File: config.mk
export PLATFORM = sky130hd
export DESIGN_NAME = fadd_issue
export DESIGN_NICKNAME = d
export VERILOG_FILES = /design/src/rtl/fadd_issue.sv
export SDC_FILE = /design/constraint.sdc
export NUM_CORES = 1
export LEC_CHECK = 0
export BUFFER_PORTS_ARGS = -buffer_cell sky130_fd_sc_hd__buf_2
export CORE_MARGIN = 2
export CORE_UTILIZATION = 45
export CTS_BUF_LIST = sky130_fd_sc_hd__clkbuf_4
export DETAILED_ROUTE_END_ITERATION = 16
export PLACE_DENSITY_LB_ADDON = 0.15
export SYNTH_ARGS = -nofsm -noshare
export SYNTH_HDL_FRONTEND = slang
export SYNTH_SLANG_ARGS = --single-unit
File: constraint.sdc
create_clock -name clk -period 2.27 [get_ports clk]
set_clock_uncertainty 0.1 [all_clocks]
set_input_delay 0 -clock clk [delete_from_list [all_inputs] [get_ports clk]]
set_output_delay 0 -clock clk [all_outputs]
set_load 0.05 [all_outputs]
File: src/rtl/fadd_issue.sv
// Issue/response front end for the 2-stage fadd pipeline: operand registers, valid/tag
// shift pipe and in-order response FIFO. Optional subtract support via FADD_ISSUE_SUB_EN.
module fadd_issue #(
  parameter int unsigned LATENCY    = 2,
  parameter int unsigned TAG_W      = 6,
  parameter int unsigned FIFO_DEPTH = 4
) (
  input  logic             clk,
  input  logic             rstn,
  input  logic             req_valid,
  output logic             req_ready,
  input  logic [31:0]      req_s,
  input  logic [31:0]      req_t,
  input  logic [TAG_W-1:0] req_tag,
`ifdef FADD_ISSUE_SUB_EN
  input  logic             req_sub,
`endif
  output logic [31:0]      add_s,
  output logic [31:0]      add_t,
  input  logic [31:0]      add_d,
  input  logic             add_overflow,
  output logic             resp_valid,
  input  logic             resp_ready,
  output logic [31:0]      resp_d,
  output logic [TAG_W-1:0] resp_tag,
  output logic             resp_overflow,
  output logic             busy
);

  localparam int unsigned AW = (FIFO_DEPTH > 1) ? $clog2(FIFO_DEPTH) : 1;
  localparam int unsigned CW = $clog2(FIFO_DEPTH + 1);
  localparam logic [CW-1:0] DEPTH_C = CW'(FIFO_DEPTH);
  localparam logic [CW-1:0] CNT_ONE = CW'(1);
  localparam logic [AW-1:0] PTR_ONE = AW'(1);

  logic [CW-1:0]      count;
  logic [CW-1:0]      occ;
  logic [AW-1:0]      wr_ptr;
  logic [AW-1:0]      rd_ptr;
  logic [31:0]        mem_d   [FIFO_DEPTH];
  logic [TAG_W-1:0]   mem_tag [FIFO_DEPTH];
  logic [FIFO_DEPTH-1:0] mem_o;
  logic [LATENCY-1:0] pipe_v;
  logic [TAG_W-1:0]   pipe_tag [LATENCY];
  logic               accept;
  logic               pop;
  logic               push;

  // count includes ops still in the adder, so a free slot always awaits every result
  assign req_ready     = (count < DEPTH_C);
  assign busy          = (count != '0);
  assign accept        = req_valid & req_ready;
  assign resp_valid    = (occ != '0);
  assign pop           = resp_valid & resp_ready;
  assign push          = pipe_v[LATENCY-1];
  assign resp_d        = mem_d[rd_ptr];
  assign resp_tag      = mem_tag[rd_ptr];
  assign resp_overflow = mem_o[rd_ptr];

  always_ff @(posedge clk or negedge rstn) begin
    if (!rstn) begin
      add_s <= '0;
      add_t <= '0;
    end else if (accept) begin
      add_s <= req_s;
`ifdef FADD_ISSUE_SUB_EN
      add_t <= {req_t[31] ^ req_sub, req_t[30:0]};
`else
      add_t <= req_t;
`endif
    end
  end

  always_ff @(posedge clk or negedge rstn) begin
    if (!rstn) begin
      pipe_v <= '0;
      for (int unsigned i = 0; i < LATENCY; i++) pipe_tag[i] <= '0;
    end else begin
      pipe_v[0]   <= accept;
      pipe_tag[0] <= req_tag;
      for (int unsigned i = 1; i < LATENCY; i++) begin
        pipe_v[i]   <= pipe_v[i-1];
        pipe_tag[i] <= pipe_tag[i-1];
      end
    end
  end

  always_ff @(posedge clk or negedge rstn) begin
    if (!rstn) begin
      wr_ptr <= '0;
      rd_ptr <= '0;
      mem_o  <= '0;
      for (int unsigned i = 0; i < FIFO_DEPTH; i++) begin
        mem_d[i]   <= '0;
        mem_tag[i] <= '0;
      end
    end else begin
      if (push) begin
        mem_d[wr_ptr]   <= add_d;
        mem_tag[wr_ptr] <= pipe_tag[LATENCY-1];
        mem_o[wr_ptr]   <= add_overflow;
        wr_ptr          <= wr_ptr + PTR_ONE;
      end
      if (pop) rd_ptr <= rd_ptr + PTR_ONE;
    end
  end

  always_ff @(posedge clk or negedge rstn) begin
    if (!rstn) begin
      occ   <= '0;
      count <= '0;
    end else begin
      case ({push, pop})
        2'b10:   occ <= occ + CNT_ONE;
        2'b01:   occ <= occ - CNT_ONE;
        default: occ <= occ;
      endcase
      case ({accept, pop})
        2'b10:   count <= count + CNT_ONE;
        2'b01:   count <= count - CNT_ONE;
        default: count <= count;
      endcase
    end
  end

endmodule

==> results of run 1 <==
[kinds of logic after synthesis]
| kind of cell | Yosys count | synth area share, % |
|---|---|---|
| multiplexers | 261 | 35.4 |
| AND/OR/NAND/NOR | 12 | 0.818 |
| buffers and inverters | 44 | 3.15 |
| XOR/XNOR | 9 | 0.758 |
| flip-flops | 244 | 58.7 |
| adder cells (fa/ha/maj) | 8 | 1.11 |
| AO/OA/AOI/OAI | 1 | 0.0481 |
[stage by stage]
step	instances	setup slack, ns	hold WS, ns	instance area [sq um]	utilization, %
floorplan	579	0.0282	-0.396	10400	-
global placement	1061	0.253	-0.0825	11800	52.3
detailed placement	1061	0.204	-0.0726	11800	52.3
[synthesized netlist by cell type]
library cell	n
or3_1	1
mux4_2	5
clkbuf_1	2
ha_1	6
mux2_1	4
inv_2	2
o21ai_0	1
nand3_1	2
nand2_4	4
mux4_1	34
inv_1	9
nand2_2	1
xnor2_1	4
dfrtp_1	244
nand2_1	1
and2_1	1
xor2_1	5
buf_2	10
mux2_4	49
nor2_1	2
fa_1	2
buf_6	20
buf_1	1
mux2i_1	2
mux2_2	167
==> reports/qor.yml, run 1 <==
yosysUniqueCellTypes: 25
stop_error: "[ERROR RSZ-0060] Max buffer count reached."
row_count: 55
post_cts_buffers: 0
run_status: "did not finish"
root_buffer: "clkbuf_4"
die_x_um: 156
gp_congestion: 0.793
ys_ff_latch: 244
hpwl_um: 14400
avgSynthCellArea_sq_um: 18.0
synth_top_area_share_pct: 58.7
cts_sinks: 244
io_buffers: 212
post_cts_resized: 10
htreeDepth: 3
syn_nets: 694
syn_area_sq_mm: 0.0104
clockBufferDepth: 3
ys_seq_area_share_pct: 58.7
cts-buffers-inserted: 69
lastStage: "4_1_cts"
ys.warnings.count: 0
synth_cells: 579
hold_buffers: 236
netlist_top_cells_area: "dfrtp_1, mux2_2, mux4_1"
die_y_um: 156
initial_utilization_pct: 46.0
yosysTopAreaCell: "dfrtp_1"
io_pins: 213
==> run 2, diff against run 1 <==
CORE_UTILIZATION = 30   (was 45)
CTS_BUF_LIST = not set   (was sky130_fd_sc_hd__clkbuf_4)
==> reports/qor.yml, run 2 <==
io_pins: 213
synth_compound_area_share_pct: 0.0481
drt_wl_total_um: 25000
cp_max_fo: 22
synth-edff-count: 0
routed_via_density: 4.51
ant_nets: 0
top_register: "mem_d"
vias: 6289
largest_reg_flops: 128
top_regs: "mem_d (128), add_s (32), add_t (32)"
min_period_ns: 2.16
nFillCells: 3125
hpwl_um: 16200
dieArea_sq_mm: 0.0362
ys.warnings.count: 0
cp.required_ns: 2.17
period_share_pct: 95.4
r2r_setup_slack_ns: 0.20
grt_pass1_wl_um: 40200
register_area_sq_mm: 0.00611
synth_top_family_by_area: "multiplexers"
first_global_vias: 7311
hold_viol: 0
netlist_top_cells_area: "dfrtp_1, mux2_2, mux4_1"
core_sq_mm: 0.0344
antenna_found_initial: 0
crit_family: "multiplexers"
r2r_start: "occ[2]"
synthMuxAreaShare_pct: 35.4
multi_input_area_sq_mm: 0.00397
r2r_cells: 8
timing.hold.ws_ns: 0.0449
grt_max_degree: 70
path_buf_inv: 2
worst_pin_slew_ns: 0.562
final-setup-viol-count: 0
synth.most_common_cell: "dfrtp_1"
slowest_delay_ns: 0.64
ys_ff_latch: 244
final_core_util_pct: 41.0
drv_cap: 0
wl_met1_um: 10300
nets: 1035
wl_met2_um: 12300
cts_tree: "done"
diodes: 0
rsz0062_at_grt: "no"
setup_tns_ns: 0
hold_depth: 2
worst_hold_path.endpoint: "pipe_tag[6]"
max_freq_ghz: 0.462
cts.clk_slew.worst_paths_ns: 0.06
clockBufferDepth: 3
grt_usage_pct: 14.1
maxSlewViolCount: 0
clkLatencyLatePin_ns: 0.55
gp_congestion: 0.769
synth_top_area_share_pct: 58.7
root_buffer: "clkbuf_16"
hp-start: "req_tag[0]"
syn_nets: 694
avgSynthCellArea_sq_um: 18.0
timing.rr.end: "occ[2]"
die_y_um: 190
first_pass_iters: 4
wl_per_cell_um: 17.9
ys_seq_area_share_pct: 58.7
wl_met3_um: 1700
maxUsedRoutingLayer: "met4"
area_growth_pct: 35.5
synth_cells: 579
final_cell_mix: "dfrtp_1, buf_2, mux2_2"
cpMaxStageDelayCell: "mux4_1"
yosys.area_share.adder_pct: 1.11
io_buffers: 212
die_x_um: 190
critPathLaunchType: "register"
synthSimpleGateAreaFrac_pct: 0.818
cp_cell_sequence: "buf_12 > mux4_1 > buf_2"
yosysUniqueCellTypes: 25
ys_async_sr_fraction_pct: 100
syn_area_sq_mm: 0.0104
criticalPathCategory: "register to primary output"
cts-buffers-inserted: 29
drt_iter0_markers: 130
drc: 0
yosysTopAreaCell: "dfrtp_1"
synth_ff_type: "dfrtp_1"
run_status: "finished, final reports clean"
final_common_cell: "dfrtp_1"
worstSetupEndpointType: "primary output"
hp-class: "input port to register"
synth_xor_area_share_pct: 0.758
htreeDepth: 1
slew_headroom_pct: 62.5
cts_sinks: 244
crit_arrival_ns: 2.06
initial_utilization_pct: 30.3
row_count: 68
grt_overflow: 0
drive_above_1_share_pct: 53.5
synth_commonest_cells: "dfrtp_1, mux2_2, mux2_4"
## run 2: cell counts after synthesis
No cell type changed its count.
## run 2: logic make-up after synthesis
kind of cell,Yosys count
AOI/OAI and AO/OA,1
xor gates and xnor gates,9
adders and majority gates,8
buffers and inverters,44
DFF,244
muxes,261
and+or+nand+nor,12
## run 2: final cells by class
class,instances,area share [%]
clock buffer,45,6.00
clock inverter,7,0.630
inverter,11,0.293
multi-input combinational,291,28.2
sequential,244,43.3
tap,455,4.04
timing repair buffer,343,17.5
## run 2: metal layers
layer | GRT usage [%] | vias up
li1 | - | 2820
met1 | 17.3 | 3234
met2 | 24.5 | 196
met3 | 3.70 | 39
met4 | 3.73 | 0
met5 | 0 | -
## run 2: how the worst max path moves through the flow
stage,endpoint,cells after the start,slack [ns],startpoint
4_1_cts,resp_d[23],3,0.01,rd_ptr[0]
3_5_place_dp,count[2],8,0.21,occ[2]
6_report,resp_d[19],3,0.11,rd_ptr[0]
3_3_place_gp,occ[2],8,0.24,occ[2]
5_1_grt,resp_d[28],3,0.04,rd_ptr[0]
2_1_floorplan,occ[2],8,0.03,occ[2]
## run 2: stage by stage
stage | instances | setup slack (ns) | instance area [sq um]
floorplan | 579 | 0.0282 | 10400
global placement | 1232 | 0.243 | 12000
detailed placement | 1232 | 0.211 | 12000
CTS | 1396 | 0.0115 | 14100
global route | 1396 | 0.0400 | 14100
finish | 1396 | 0.105 | 14100
## run 2: timing repair
item	CTS	global route
pin swaps	0	0
buffers inserted	0	0
hold buffers	112	0
gates resized for setup	2	1
endpoints found under the hold margin	454	0
endpoints found under the setup margin	16	1
## run 2: worst reg2reg max path, cell delays in order, from the launching register on
cell,delay (ns)
dfrtp_1,0.38
or3_1,0.41
and2_1,0.23
ha_1,0.22
inv_1,0.08
fa_1,0.18
xor2_1,0.14
nor2_1,0.06
xor2_1,0.15
Power of run 2 is not shown: default switching activity piles up to over one toggle a cycle in this logic, so the estimate is an artifact.
